$ cat config.mk
export PLATFORM = sky130hd
export DESIGN_NAME = bcd_uart_tx
export DESIGN_NICKNAME = d
export VERILOG_FILES = /design/src/rtl/bcd_uart_pkg.sv /design/src/rtl/uart_tx_byte.sv /design/src/rtl/bcd_uart_tx.sv
export SDC_FILE = /design/constraint.sdc
export NUM_CORES = 1
export LEC_CHECK = 0
export BUFFER_PORTS_ARGS = -buffer_cell sky130_fd_sc_hd__buf_2
export CAP_MARGIN = 20
export CELL_PAD_IN_SITES_DETAIL_PLACEMENT = 0
export CELL_PAD_IN_SITES_GLOBAL_PLACEMENT = 2
export CORE_MARGIN = 2
export CORE_UTILIZATION = 38
export DETAILED_ROUTE_END_ITERATION = 7
export GPL_ROUTABILITY_DRIVEN = 0
export HOLD_SLACK_MARGIN = 0.1
export PLACE_DENSITY_LB_ADDON = 0.1
export SKIP_LAST_GASP = 1
export SLEW_MARGIN = 20
export SYNTH_ARGS = -nofsm -noshare
export SYNTH_HDL_FRONTEND = slang
export SYNTH_SLANG_ARGS = --single-unit
export TNS_END_PERCENT = 30
$ cat constraint.sdc
create_clock -name clk -period 4.1 [get_ports clk]
set_clock_uncertainty 0.15 [all_clocks]
set_input_delay 0.205 -clock clk [delete_from_list [all_inputs] [get_ports clk]]
set_output_delay 0.205 -clock clk [all_outputs]
set_load 0.02 [all_outputs]
$ cat src/rtl/bcd_uart_pkg.sv
// Shared types, ASCII constants and helper functions for the BCD-to-UART reporter.
package bcd_uart_pkg;

  // Frame-level sequencing: idle, one-cycle digit search, characters on the line.
  typedef enum logic [1:0] {
    F_IDLE = 2'd0,
    F_LOAD = 2'd1,
    F_SEND = 2'd2
  } frame_state_t;

  // Bit-level sequencing inside the byte serializer.
  typedef enum logic [1:0] {
    B_IDLE  = 2'd0,
    B_START = 2'd1,
    B_DATA  = 2'd2,
    B_STOP  = 2'd3
  } bit_state_t;

  localparam logic [7:0] ASCII_ZERO  = 8'h30;
  localparam logic [7:0] ASCII_QMARK = 8'h3F;
  localparam logic [7:0] ASCII_CR    = 8'h0D;
  localparam logic [7:0] ASCII_LF    = 8'h0A;

  // Eight digits plus CR and LF.
  localparam int MAX_CHARS = 10;

  // Clock cycles per bit, rounded to nearest.
  function automatic int baud_div(input int clk_freq, input int baud);
    return (clk_freq + baud / 2) / baud;
  endfunction

  // Decimal digit to ASCII; nibbles above 9 become '?'.
  function automatic logic [7:0] digit_char(input logic [3:0] nib);
    logic [7:0] c;
    if (nib <= 4'd9) c = ASCII_ZERO + {4'd0, nib};
    else             c = ASCII_QMARK;
    return c;
  endfunction

endpackage

$ cat src/rtl/uart_tx_byte.sv
// 8N1 byte serializer, LSB first. ready marks the last cycle of the stop bit;
// a load in that same cycle starts the next byte with no idle gap.
module uart_tx_byte
  import bcd_uart_pkg::*;
#(
  parameter int DIV = 10
) (
  input  logic       clk,
  input  logic       rst,
  input  logic       load,
  input  logic [7:0] data,
  output logic       ready,
  output logic       txd
);

  localparam int            CW   = $clog2(DIV);
  localparam logic [CW-1:0] LAST = CW'(DIV - 1);

  bit_state_t    state;
  bit_state_t    state_nxt;
  logic [CW-1:0] cnt;
  logic [2:0]    bit_idx;
  logic [7:0]    shreg;
  logic          bit_end;

  assign bit_end = (cnt == LAST);

  // Next bit-phase and end-of-byte indication.
  always_comb begin
    state_nxt = state;
    ready     = 1'b0;
    case (state)
      B_IDLE: begin
        if (load) state_nxt = B_START;
        else      state_nxt = B_IDLE;
      end
      B_START: begin
        if (bit_end) state_nxt = B_DATA;
        else         state_nxt = B_START;
      end
      B_DATA: begin
        if (bit_end && (bit_idx == 3'd7)) state_nxt = B_STOP;
        else                              state_nxt = B_DATA;
      end
      B_STOP: begin
        if (bit_end) begin
          ready = 1'b1;
          if (load) state_nxt = B_START;
          else      state_nxt = B_IDLE;
        end else begin
          state_nxt = B_STOP;
        end
      end
      default: state_nxt = B_IDLE;
    endcase
  end

  // Bit-phase register.
  always_ff @(posedge clk) begin
    if (rst) state <= B_IDLE;
    else     state <= state_nxt;
  end

  // Bit timer, shift register and registered line output.
  always_ff @(posedge clk) begin
    if (rst) begin
      cnt     <= '0;
      bit_idx <= 3'd0;
      shreg   <= 8'd0;
      txd     <= 1'b1;
    end else begin
      if ((state == B_IDLE) || bit_end) cnt <= '0;
      else                              cnt <= cnt + CW'(1);
      case (state)
        B_IDLE: begin
          if (load) begin
            shreg <= data;
            txd   <= 1'b0;
          end
        end
        B_START: begin
          if (bit_end) begin
            txd     <= shreg[0];
            shreg   <= {1'b0, shreg[7:1]};
            bit_idx <= 3'd0;
          end
        end
        B_DATA: begin
          if (bit_end) begin
            if (bit_idx == 3'd7) begin
              txd <= 1'b1;
            end else begin
              txd     <= shreg[0];
              shreg   <= {1'b0, shreg[7:1]};
              bit_idx <= bit_idx + 3'd1;
            end
          end
        end
        B_STOP: begin
          if (bit_end && load) begin
            shreg <= data;
            txd   <= 1'b0;
          end
        end
        default: txd <= 1'b1;
      endcase
    end
  end

endmodule

$ cat src/rtl/bcd_uart_tx.sv
// Sends a packed-BCD word as an ASCII decimal line ending in CR LF over a UART.
module bcd_uart_tx
  import bcd_uart_pkg::*;
#(
  parameter int CLK_FREQ       = 50_000_000,
  parameter int BAUD           = 115200,
  parameter bit SUPPRESS_ZEROS = 1'b1
) (
  input  logic        clk,
  input  logic        rst,
  input  logic        start,
  input  logic [31:0] bcd,
  output logic        busy,
  output logic        done,
  output logic        txd
);

  localparam int DIV = baud_div(CLK_FREQ, BAUD);
  localparam int CCW = $clog2(MAX_CHARS + 1);

  frame_state_t   state;
  frame_state_t   state_nxt;
  logic [31:0]    bcd_reg;
  logic [2:0]     digit_idx;
  logic [2:0]     first_idx;
  logic [CCW-1:0] char_cnt;
  logic [CCW-1:0] char_total;
  logic [7:0]     next_char;
  logic [7:0]     ser_data;
  logic           ser_load;
  logic           ser_ready;
  logic           frame_end;

  assign frame_end = (char_cnt == char_total);

  // Index of the first digit to send; invalid nibbles count as nonzero.
  always_comb begin
    first_idx = 3'd0;
    if (SUPPRESS_ZEROS) begin
      for (int i = 0; i < 8; i++) begin
        first_idx = (bcd_reg[i*4 +: 4] != 4'd0) ? 3'(i) : first_idx;
      end
    end else begin
      first_idx = 3'd7;
    end
  end

  // Character following the one on the line: remaining digits, then CR, then LF.
  always_comb begin
    if (char_cnt == (char_total - CCW'(2)))      next_char = ASCII_CR;
    else if (char_cnt == (char_total - CCW'(1))) next_char = ASCII_LF;
    else                                         next_char = digit_char(bcd_reg[{digit_idx, 2'b00} +: 4]);
  end

  // Frame sequencing and serializer hand-off.
  always_comb begin
    state_nxt = state;
    ser_load  = 1'b0;
    ser_data  = next_char;
    case (state)
      F_IDLE: begin
        if (start) state_nxt = F_LOAD;
        else       state_nxt = F_IDLE;
      end
      F_LOAD: begin
        ser_load  = 1'b1;
        ser_data  = digit_char(bcd_reg[{first_idx, 2'b00} +: 4]);
        state_nxt = F_SEND;
      end
      F_SEND: begin
        if (ser_ready) begin
          if (frame_end) begin
            state_nxt = F_IDLE;
          end else begin
            ser_load  = 1'b1;
            state_nxt = F_SEND;
          end
        end else begin
          state_nxt = F_SEND;
        end
      end
      default: state_nxt = F_IDLE;
    endcase
  end

  // Frame state register.
  always_ff @(posedge clk) begin
    if (rst) state <= F_IDLE;
    else     state <= state_nxt;
  end

  // Captured word, digit/character counters and registered status outputs.
  always_ff @(posedge clk) begin
    if (rst) begin
      bcd_reg    <= 32'd0;
      digit_idx  <= 3'd0;
      char_cnt   <= '0;
      char_total <= '0;
      busy       <= 1'b0;
      done       <= 1'b0;
    end else begin
      done <= 1'b0;
      case (state)
        F_IDLE: begin
          if (start) begin
            bcd_reg <= bcd;
            busy    <= 1'b1;
          end
        end
        F_LOAD: begin
          digit_idx  <= first_idx - 3'd1;
          char_cnt   <= CCW'(1);
          char_total <= CCW'(first_idx) + CCW'(3);
        end
        F_SEND: begin
          if (ser_ready) begin
            if (frame_end) begin
              busy <= 1'b0;
              done <= 1'b1;
            end else begin
              char_cnt  <= char_cnt + CCW'(1);
              digit_idx <= digit_idx - 3'd1;
            end
          end
        end
        default: busy <= 1'b0;
      endcase
    end
  end

  uart_tx_byte #(
    .DIV(DIV)
  ) u_byte (
    .clk   (clk),
    .rst   (rst),
    .load  (ser_load),
    .data  (ser_data),
    .ready (ser_ready),
    .txd   (txd)
  );

endmodule
* Yosys cells after proc, flatten, opt, wreduce, memory -nomap -nowiden
Cells that the tools add are included. Widths: inputs -> output; s select.
Storage, ports and cells: ROM bits 0, output and inout port bits 3, memory bits (writable) 0, input port bits 35, register bits 70, memories kept 0, latch bits 0, logic and storage cells 123
Cells by class: $lt $le $gt $ge 2, multipliers 0, divide/modulo/power cells 0, equality and inequality tests 19, shifts and indexed selects 2, reductions and logical operators 22, add/sub/neg operators 10, bitwise logic cells 3, muxes and demuxes 53
Operators by type and width (number):
- $shiftx 32x6->4 | 2
- $mux 8 | 7
- $pmux 8 s4 | 1
- $reduce_bool 4->1 | 7
- $mux 3 | 9
- $mux 7 | 3
- $mux 1 | 17
- $add 6x4->7 const A | 2
- $eq 4x4->1 | 3
- $mux 2 | 6
- $pmux 3 s2 | 2
- $reduce_and 4->1 | 3
- $ne 2x2->1 const B | 5
- $add 9x1->9 const B | 1
- $eq 9x9->1 const B | 1
- $le 4x4->1 const B | 2
- $mux 4 | 2
- $ne 2x1->1 const B | 4
- $pmux 2 s4 | 1
- $pmux 4 s2 | 1
- $eq 2x2->1 const B | 3
- $pmux 2 s3 | 1
- $sub 3x1->3 const B | 2
- $reduce_and 5->1 | 1
- 19 further kinds | 25

* Depth between registers and ports, before layout
Gate-level depths: netlist (run 1).
depth after elaboration 14, gate-level depth with buffers 12, mapped depth without buffers 11

* Modules after synthesis
A second synthesis (run 1) with hierarchy kept.
Second synthesis, totals: cells, all modules 476, area total of the unflattened synthesis 4048.9 sq um
By module, submodules not included:
- bcd_uart_tx | area each 2778.9 sq um, seq. area each 940.9 sq um, instances 1, cells an instance 343
- uart_tx_byte | area each 1270.0 sq um, seq. area each 460.4 sq um, instances 1, cells an instance 133

* Worst setup path after synthesis (run 1)
No wires, ideal clock.
kind reg2reg, from register bcd_reg[8], to register u_byte.shreg[1], cell stages (with the launch flop) 9, data required time 3.816 ns, setup slack 1.360 ns, clock period less this slack 2.740 ns, data arrival time 2.457 ns, setup time 0.134 ns, path buffers 0, cells stage by stage dfxtp_1 > or4_4 > o211ai_1 > nand2_2 > a2111oi_2 > a211o_1 > o21ai_1 > a2111oi_0 > nor4_1
Between the ends: cells in the longest elaborated chain, start to end 13, elaborated cells between the ends (all ways) 21, those cells by class 2 x add/sub; 2 x order compare; 2 x shift; 14 x mux; 1 x reduce/logical
Ends and longest elaborated chain:
- from (decl) | line bcd_uart_tx.sv:23 | logic [31:0] bcd_reg;
- from (signal assigned) | line bcd_uart_tx.sv:95 | bcd_reg <= 32'd0;
- from (signal assigned) | line bcd_uart_tx.sv:106 | bcd_reg <= bcd;
- $reduce_bool 4->1 | line bcd_uart_tx.sv:41 | first_idx = (bcd_reg[i*4 +: 4] != 4'd0) ? 3'(i) : first_idx;
- $mux 2 (2 in a row) | line bcd_uart_tx.sv:41
- $mux 3 (4 in a row) | line bcd_uart_tx.sv:41
- $shiftx 32x6->4 | line bcd_uart_tx.sv:67 | ser_data = digit_char(bcd_reg[{first_idx, 2'b00} +: 4]);
- $add 6x4->7 / $le 4x4->1 (equally long branches) | line bcd_uart_pkg.sv:35 | if (nib <= 4'd9) c = ASCII_ZERO + {4'd0, nib};
- $mux 7 | line bcd_uart_pkg.sv:35
- $mux 8 (*) | line bcd_uart_tx.sv:60 | case (state)
- $mux 8, on equally long branches | line uart_tx_byte.sv:100, uart_tx_byte.sv:76
- $pmux 8 s4 (*) | line uart_tx_byte.sv:74 | case (state)
- to (signal assigned) | line uart_tx_byte.sv:77 | shreg <= data;
- to (signal assigned) | line uart_tx_byte.sv:84 | shreg <= {1'b0, shreg[7:1]};
- to (signal assigned) | line uart_tx_byte.sv:101 | shreg <= data;
- to (decl) | line uart_tx_byte.sv:23 | logic [7:0] shreg;
Mark *: on every way between the ends. The rest lies on a longest branch, timed or not. The select of a mux whose other input is x is not followed. A chain may end at the register's enable or synchronous reset.

* Worst setup path in the final report (run 1)
Ends and elaborated chain as after synthesis.

==> summary.txt, run 1 <==
Clocking
  – Clock transition at path regs: roughly 0.080 ns
  – Number of post-CTS setup repair buffers: 0
  – Clock root buffer: clkbuf_8
  – Clk sinks: 68
  – H-tree Lvls: 3
  – Clock Tree Buf Depth: 2
  – CTS tree: yes
  – Later-pin clock latency in the skew report: approximately 0.35 ns
  – CTS Buf Count: 9

Layout
  – Net count, final: approximately 580
  – Share of layout cells above drive strength 1: between 10% and 20%
  – Antenna diodes: 0
  – Post-route non-filler standard cell count: between 600 and 700
  – Largest register FFs: 32
  – Area grow syn2layout: 23.0%

Floorplanning
  – Die Ht: 104 um
  – Io pins: 38
  – Std-Cell Rows: 36
  – Chip width: between 100 and 150 um
  – Area of the die: 10800 um2
  – Core area: about 10000 um2
  – Initial Util: about two fifths

Placement
  – Buffers added on ports: 37
  – DPL Wire Length: about 7200 um
  – Post-Place Cells: roughly 620

Yosys
  – Post-Synth Adder-Cell Area: approximately 6.3%
  – Mux share of post-synthesis cell area: 7.91%
  – Total nets after synthesis: between 500 and 600
  – Post-synth top area share: 36.0%
  – Mean Syn Cell Area: between 8 and 9 um2
  – Netlist cell types: a little under 60
  – YS warnings: 0
  – Number of flops mapped to enable cells by yosys: 0
  – Sequential element share of the synthesized area: about 36%
  – Largest family of logic cells by synthesized area: simple AND/OR/NAND/NOR gates
  – Predominant post-synthesis flop cell: dfxtp_1
  – Post-synthesis xor/xnor area fraction: 4.63%
  – Synth Cell Area: approximately 3800 um2
  – Compound-Gate Fraction of Synth Area: between 10% and 20%
  – Async S/R FF share, synth: 0%
  – Simple-gate share of the synthesized area: between 20% and 30%
  – Cells after synthesis: 464
  – Area contributors post-synth: dfxtp_1 (36%), nand2_1 (9.0%), a21oi_1 (6.5%)
  – Synthesized flop and latch total: 68
  – Synth area leader: dfxtp_1

Global routing
  – Gr busiest metal: met2
  – GRT Total Usage: 19.2%
  – Grt ovf: 0
  – GR Util met2: 31.5%
  – First-pass GRT wire length: between 15000 and 20000 um
  – Antenna violations before repair: 0
  – Met1 Use GR: 25.9%
  – Routing usage on met3: 3.65%
  – Largest net degree at the start of global routing: 43
  – Vias in the first global route: ~3400

Timing
  – Final Cycle Share: between 70% and 80%
  – Setup TNS: 0 ns
  – Hold Vio Cnt, Final: 0
  – Least-Margin Pin Slew: ~0.8 ns
  – Setup violations, final: 0
  – Fmax: between 0.3 and 0.4 GHz
  – RSZ-0062 raised after global routing: false
  – Max-slew headroom: between 40% and 50%
  – Minimum clock period: between 3 and 4 ns
  – Hold slack final: around 0.29 ns
  – Pins Over Slew Limit: 0

Drt
  – Total Wirelength: 9930 um
  – Wire length per cell: around 15 um
  – DR vias/cell: roughly 5.2
  – DRT antenna net count: 0
  – Vias: around 3500
  – Drt drc: 0
  – DR pass1 iterations: 4
  – Initial DRC count: roughly 120

Pwr
  – Power Density: approximately 380 nW/um2
  – Final Power: roughly 1.8 mW
  – Max IR drop VDD: around 0.16 mV
  – Leak: between 1.5 and 2 nW

Setup path
  – Critical Path, Cell by Cell: or4_4 -> o211ai_1 -> nand2_2 -> a2111oi_2 -> a211o_1 -> o21ai_1 -> a2111oi_0 -> nor4_1
  – Crit path max-delay cell type: or4_4
  – Reg2reg setup slack: just over 1 ns
  – Critical path launch point type: register
  – CP Max Fanout: 8
  – Critical Path Max Stage Delay: roughly 0.55 ns
  – Critical Path RT: between 4 and 5 ns
  – Crit path capture type: register
  – Critical path class: reg -> reg
  – Critical Path AT: ~3.1 ns

Hold path
  – Worst hold path class: in -> reg

Outcome
  – Status: complete, no violations

Job
  – Max-Cap Viols: 0
-- cell usage in the layout, fill, tap and decap left out, types with 3 or more instances in the layout --
cell	n
ha_1	19
nand2b_1	4
nand4_1	3
mux4_2	7
and3_1	5
mux2_2	4
xor2_1	11
a311oi_1	3
o21ai_0	12
nor3_1	9
nor2_1	41
buf_2	37
and2_1	3
xnor2_1	9
buf_4	7
nand2_1	90
mux2i_1	7
dlygate4sd3_1	33
a21oi_1	49
a211oi_1	11
nand3_1	8
nor4_1	7
inv_1	18
clkbuf_8	10
dfxtp_1	68
-- through the flow --
step                      setup WS (ns)  cell area (um2)  util (%)
after floorplan                    1.36             3780         -
after global placement             1.05             4090      42.1
after detailed placement           1.04             4090      42.1
after CTS                          1.03             4650      47.8
after global routing              0.728             4650      47.8
final                              1.02             4650      47.8
-- timing repair --
item                                   4_1_cts  5_1_grt
endpoints found under the hold margin       33        0
gates resized for setup                      0        0
hold buffers                                33        0
-- where the power goes --
group	switching, mW	total, mW	internal [mW]
Sequential	0.0461	0.743	0.697
Combinational	0.219	0.398	0.178
Clock	0.282	0.641	0.359
-- cell usage after synthesis (all sizes together) (7+ instances only) --
master  instances
nand2          92
dfxtp          68
mux2i           7
nand3           8
a21oi          50
nor2           41
xnor2           9
o21ai          15
inv            18
a211oi         11
clkbuf         24
xor2           11
nor3            9
ha             19
mux4            8
nor4            8
-- layout make-up --
type / count / area (um2)
clock buffers: 10 / 138
clock inverters: 6 / 87.6
fillers: 1006 / 5080
inverters: 18 / 67.6
multi-input cells: 353 / 2260
flip-flops and latches: 68 / 1360
well taps: 133 / 166
repair buffers: 77 / 568
-- critical path, delay by kind of cell (launching register included) --
kind / cells / cell delay (ns)
AND/OR/NAND/NOR: 3 / 0.81
AO/OA/AOI/OAI: 5 / 1.64
flip-flops: 1 / 0.35
-- per-layer routing --
metal | vias to the layer above | routed length [um]
met3 | 12 | 280
met1 | 1606 | 4860
met5 | - | 0
li1 | 1781 | -
met4 | 0 | 119
met2 | 56 | 4670
-- worst paths after layout --
kind / startpoint / endpoint / cells past startpoint
min: rst / digit_idx[1] / 2
max: bcd_reg[8] / u_byte.shreg[1] / 8
min reg2reg: u_byte.shreg[5] / u_byte.shreg[5] / 2
max reg2reg: bcd_reg[8] / u_byte.shreg[1] / 8
-- kinds of logic (layout without fill, tap and decap cells) --
family	Yosys count	after routing
and+or+nand+nor	183	183
AOI/OAI and AO/OA	112	112
DFF	68	68
buffers and inverters	43	111
xor gates and xnor gates	20	20
adders and majority gates	19	19
muxes	19	19
(Power assumes the default switching activity.)
==> inputs of run 2 (changes only) <==
- CORE_UTILIZATION: 38 -> 35
- clock period: 4.1 -> 2.95 ns (I/O delays scaled with it)
==> run 2 against run 1 <==
  * Sequential power is 37% higher
  * Die area grew 8.2%
  * Non-clock buffer count is 27 higher
  * Worst setup slack worse by 0.91 ns
  * Total power grew 41%
  * Count of clock-buffer cells in the layout fell by 1
  * Flip-flop and latch count stayed put
  * Wire length is 5.5% higher
  * Register-to-register slack got worse by 0.91 ns
  * Critical path type unchanged
==> summary.txt, run 2 (synthesis gave the netlist of run 1 again) <==
Outcome
  – Status: complete, no violations

Pwr
  – Final Power: ~2.5 mW
  – Leak: 1.91 nW
  – Power Density: 516 nW/um2
  – Max IR drop VDD: around 0.23 mV

Global routing
  – GRT Total Usage: between 10% and 20%
  – Largest net degree at the start of global routing: 41
  – Vias in the first global route: approximately 3500
  – Grt ovf: 0
  – First-pass GRT wire length: ~18000 um
  – Antenna violations before repair: 0

Layout
  – Most frequent cells in the layout: nand2_1 (91), dfxtp_1 (68), a21oi_1 (49), nor2_1 (41), buf_2 (37)
  – Fill count: around 1100
  – Net count, final: ~610
  – Share of layout cells above drive strength 1: a little under a fifth
  – Largest register FFs: 32
  – Commonest non-fill, non-tap cell in the layout: nand2_1
  – Antenna diodes: 0
  – Register area: roughly 1400 um2
  – Area occupied by multi-input gates: 2270 um2
  – Area grow syn2layout: 28.4%
  – Final Cell Area: slightly below 5000 um2

Clocking
  – CTS tree: yes
  – Clock root buffer: clkbuf_8
  – Clk sinks: 68
  – Later-pin clock latency in the skew report: 0.35 ns
  – CTS Buf Count: 9
  – Clock transition at path regs: approximately 0.08 ns
  – Clock Tree Buf Depth: 2
  – H-tree Lvls: 3

Setup path
  – Critical Path, Cell by Cell: or4_1 -> o21ai_1 -> o21ai_4 -> mux2i_1 -> a211o_1 -> mux2_2 -> a221o_1 -> a21oi_2
  – Critical Path Max Stage Delay: 0.58 ns
  – Critical path class: reg -> reg
  – Crit path max-delay cell type: or4_1
  – Critical Path RT: roughly 3.1 ns
  – Critical Path AT: about 3 ns
  – Reg2reg setup slack: 0.11 ns
  – Critical path launch point type: register
  – Crit path capture type: register
  – CP Max Fanout: 6
  – Buffers & Inverters on Critical Path: 0
  – Delay-heaviest family, CP: compound AO/OA/AOI/OAI gates

Drt
  – Initial DRC count: 123
  – DR pass1 iterations: 4
  – Total Wirelength: about 10000 um
  – Wire length per cell: 15.1 um
  – Vias: 3563
  – Drt drc: 0
  – DR vias/cell: 5.13
  – DRT antenna net count: 0

Timing
  – Final Cycle Share: slightly below 100%
  – Max-slew headroom: a little under half
  – Setup violations, final: 0
  – Fmax: about 0.35 GHz
  – Setup TNS: 0 ns
  – Hold slack final: 0.239 ns
  – Minimum clock period: between 2 and 3 ns
  – Least-Margin Pin Slew: roughly 0.8 ns
  – RSZ-0062 raised after global routing: true
  – Hold Vio Cnt, Final: 0
  – Pins Over Slew Limit: 0
  – Worst setup margin: 0.105 ns

Placement
  – DPL Wire Length: roughly 7600 um
  – Place WS: 0.0499 ns
  – Area after DPL: roughly 4300 um2
  – Buffers added on ports: 37

Floorplanning
  – Die Ht: between 100 and 150 um
  – Initial Util: a little over a third
  – Io pins: 38
  – Chip width: approximately 110 um
  – Core area: between 10000 and 15000 um2
  – Area of the die: around 12000 um2
  – Std-Cell Rows: 37

Hold path
  – Worst hold path class: in -> reg

Job
  – Max-Cap Viols: 0
-- run 2: report_power, final --
part	total [mW]	internal [mW]	switching, mW
Sequential	1.02	0.968	0.0516
Combinational	0.626	0.293	0.332
Clock	0.859	0.473	0.386
-- run 2: final cells by class --
cell class                 instances  area share [%]
clock inverter                     6            1.86
clock buffer                       9            2.55
inverter                          18            1.39
timing repair buffer             104            15.9
tap                              136            3.50
sequential                        68            28.0
multi-input combinational        353            46.8
-- run 2: per-stage QoR --
stage | instances | utilization (%)
2_1_floorplan | 464 | -
3_3_place_gp | 644 | 41.1
3_5_place_dp | 644 | 41.1
4_1_cts | 692 | 46.3
5_1_grt | 694 | 46.6
6_report | 694 | 46.6
-- run 2: layer usage --
metal	GRT usage, %	part of all wire [%]	vias to the layer above
li1	-	-	1816
met1	25.9	49	1668
met2	32.6	47	66
met3	3.68	3.6	13
met4	4.85	1.3	0
met5	0	0	-
-- run 2: what timing repair did --
action                                  in CTS  in global routing
hold buffers                                33                  0
endpoints found under the hold margin       33                  0
endpoints found under the setup margin       0                  2
gates resized for setup                      0                  4
setup buffers                                0                  2
-- run 2: path summary, 6_finish.rpt --
check                       start         endpoint  cells past startpoint
setup / recovery      bcd_reg[20]  u_byte.shreg[3]                      8
setup reg to reg      bcd_reg[20]  u_byte.shreg[3]                      8
hold / removal                rst  u_byte.shreg[3]                      2
hold reg to reg   u_byte.shreg[3]  u_byte.shreg[3]                      2
==> inputs of run 3 (changes only) <==
- ABC_AREA: default -> 1
- CORE_UTILIZATION: 35 -> 34
- clock period: 2.95 -> 3.1 ns (I/O delays scaled with it)
==> run 3 against run 2 <==
  * Die area rose by 7.0%
  * Design area rose by 0.52%
  * Core utilization fell by 3.7 points
  * Non-clock buffer count fell by 30
  * Sequential share of layout area fell by 0.14 points
  * First-iteration DRC count rose by 0.81%
  * Clock power rose by 21%
  * Wire length barely moved
  * Combinational power fell by 4.2%
  * Critical path depth rose by 3
==> summary.txt, run 3 <==
Outcome
  – Status: complete, no violations

Setup path
  – Critical path class: reg -> reg
  – Launch point of the worst reg-to-reg path: digit_idx[0]
  – Worst r2r dst: u_byte.shreg[0]
  – R2R cell count: 11
  – Critical Path AT: about 2.9 ns
  – Critical path launch point type: register
  – Reg2reg setup slack: roughly 0.28 ns
  – CP Max Fanout: 20
  – Critical Path RT: approximately 3.2 ns
  – Crit path capture type: register
  – Critical Path, Cell by Cell: inv_1 -> o21ai_0 -> nand2_1 -> o21ai_0 -> a21oi_1 -> inv_1 -> nand3_1 -> a21oi_1 -> nor2_1 -> nand2_1 -> a21oi_2
  – Critical Path Max Stage Delay: 0.68 ns
  – Crit path max-delay cell type: dfxtp_1

Hold path
  – WHS Path Cells: 2
  – Worst Hold Path EP: busy
  – Hold Startpoint: busy
  – Worst hold path class: reg -> reg

Yosys
  – Async S/R FF share, synth: 0%
  – Largest family of logic cells by synthesized area: simple AND/OR/NAND/NOR gates
  – Mux share of post-synthesis cell area: 0%
  – Most frequent cell after synthesis: nand2_1
  – Synth area leader: dfxtp_1
  – Predominant post-synthesis flop cell: dfxtp_1
  – Most frequent cells after synthesis: nand2_1 (91), inv_1 (70), dfxtp_1 (68), o21ai_0 (68), a21oi_1 (64)
  – Simple-gate share of the synthesized area: a little under a quarter
  – Area contributors post-synth: dfxtp_1 (35%), nand2_1 (8.7%), o21ai_0 (8.6%)
  – Number of flops mapped to enable cells by yosys: 0
  – Netlist cell types: between 40 and 50
  – Compound-Gate Fraction of Synth Area: between 20 and 25%
  – Synthesized flop and latch total: between 60 and 70
  – Post-Synth Adder-Cell Area: about 6%
  – Synth Cell Area: ~4000 um2
  – Mean Syn Cell Area: ~7.1 um2
  – Cells after synthesis: 555
  – Total nets after synthesis: approximately 600
  – Post-synthesis xor/xnor area fraction: under 10%
  – Post-synth top area share: approximately a third
  – YS warnings: 0
  – Sequential element share of the synthesized area: between 30 and 40%

Pwr
  – Switch Pwr: slightly below 0.8 mW
  – Final Power: 2.63 mW
  – Flop pwr share: between 30 and 40%
  – Leak: 2.10 nW
  – Sw Ratio: between 30% and 40%
  – Internal: between 1.5 and 2 mW
  – Max IR drop VDD: between 0.2 and 0.3 mV
  – Power Density: approximately 540 nW/um2
  – Combinational share of power: 22.8%
  – Clock power share: about two fifths

Timing
  – Pins Over Slew Limit: 0
  – Setup violations, final: 0
  – Hold Vio Cnt, Final: 0
  – Least-Margin Pin Slew: ~0.70 ns
  – Minimum clock period: between 2 and 3 ns
  – Setup TNS: 0 ns
  – Final Cycle Share: 91.0%
  – RSZ-0062 raised after global routing: false
  – Fmax: ~0.35 GHz
  – Max-slew headroom: 53.0%

Layout
  – Fill count: roughly 1200
  – Register area: 1360 um2
  – Area grow syn2layout: 23.9%
  – Most frequent cells in the layout: nand2_1 (91), inv_1 (70), o21ai_0 (68), dfxtp_1 (68), a21oi_1 (64)
  – Antenna diodes: 0
  – Commonest non-fill, non-tap cell in the layout: nand2_1
  – Post-route non-filler standard cell count: 768
  – Share of layout cells above drive strength 1: a little over an eighth
  – Final core occ: a little over two fifths
  – Area occupied by multi-input gates: about 2200 um2
  – Largest register FFs: 32
  – Net count, final: 674

Floorplanning
  – Core area: approximately 11000 um2
  – Std-Cell Rows: 39
  – Area of the die: ~12000 um2
  – Initial Util: approximately a third
  – Die Ht: roughly 110 um
  – Io pins: 38
  – Chip width: around 110 um

Clocking
  – CTS Buf Count: 9
  – Clk sinks: 68
  – Number of post-CTS setup repair buffers: 0
  – Clock transition at path regs: roughly 0.060 ns
  – Clock root buffer: clkbuf_16
  – H-tree Lvls: 3
  – CTS tree: yes
  – Clock Tree Buf Depth: 2
  – Later-pin clock latency in the skew report: roughly 0.34 ns

Drt
  – Wire length per cell: between 10 and 15 um
  – DRT antenna net count: 0
  – Vias: ~3700
  – Drt drc: 0
  – DR vias/cell: 4.77
  – Total Wirelength: 10500 um
  – Metal2 WL: between 4000 and 5000 um
  – DR pass1 iterations: 4
  – Metal-1 WL: 4970 um
  – Uppermost layer routed: met4
  – Met3 WL post-DR: approximately 330 um
  – Initial DRC count: around 120

Placement
  – Buffers added on ports: 37
  – DPL Wire Length: approximately 8000 um
  – Post-Place Cells: about 720

Global routing
  – First-pass GRT wire length: approximately 18000 um
  – GRT Total Usage: 17.8%
  – Vias in the first global route: approximately 3600
  – Grt ovf: 0
  – Largest net degree at the start of global routing: 33
  – Antenna violations before repair: 0

Job
  – Max-Cap Viols: 0
run 3: per-layer routing:
metal  global-route usage (%)  vias up
li1                         -     1963
met1                     22.3     1624
met2                     30.1       62
met3                     2.94       16
met4                     7.65        0
met5                        0        -
run 3: power by group through the flow:
stage	sequential [mW]	clock [mW]	combinational, mW
2_1_floorplan	0.985	0	0.443
3_3_place_gp	1.00	0	0.572
3_5_place_dp	1.00	0	0.574
4_1_cts	0.985	1.07	0.608
5_1_grt	0.993	1.11	0.684
6_report	0.985	1.04	0.600
run 3: repair_timing:
| action | in CTS | in global routing |
|---|---|---|
| hold endpoints to repair | 41 | 0 |
| hold buffers | 34 | 0 |
| gates resized for setup | 0 | 0 |
run 3: cell type report:
| class | count | share of cell area [%] |
|---|---|---|
| Sequential cell | 68 | 27.9 |
| Inverter | 79 | 6.66 |
| Timing Repair Buffer | 74 | 11.5 |
| Multi-Input combinational cell | 388 | 44.2 |
| Clock inverter | 1 | 0.615 |
| Clock buffer | 15 | 5.49 |
| Tap cell | 143 | 3.67 |
run 3: metrics by stage:
| stage | hold WS, ns | setup WS (ns) | instance area (um2) |
|---|---|---|---|
| after floorplan | 0.168 | 1.05 | 3940 |
| after global placement | 0.256 | 0.255 | 4240 |
| after detailed placement | 0.258 | 0.353 | 4240 |
| after CTS | 0.297 | 0.331 | 4880 |
| after global routing | 0.316 | 0.0349 | 4880 |
| final | 0.291 | 0.278 | 4880 |
run 3: how the worst max path moves through the flow:
stage            startpoint               to  slack [ns]
3_3_place_gp   digit_idx[0]  u_byte.shreg[1]        0.25
4_1_cts        digit_idx[0]  u_byte.shreg[0]        0.33
6_report       digit_idx[0]  u_byte.shreg[0]        0.28
3_5_place_dp   digit_idx[0]  u_byte.shreg[0]        0.35
5_1_grt        digit_idx[0]  u_byte.shreg[0]        0.03
2_1_floorplan      state[0]  u_byte.shreg[3]        1.05
run 3: critical path: cells and delay by family, from the launching register on:
family	cells	cell delay (ns)
buf+inv	2	0.59
flops	1	0.68
compound gates	5	0.94
simple gates	4	0.33
run 3: kinds of logic (layout without fill, tap and decap cells):
kind of cell,after synthesis,after routing
simple gates,197,197
compound gates,160,160
buf+inv,99,169
flops,68,68
fa+ha+maj,19,19
xor+xnor,12,12
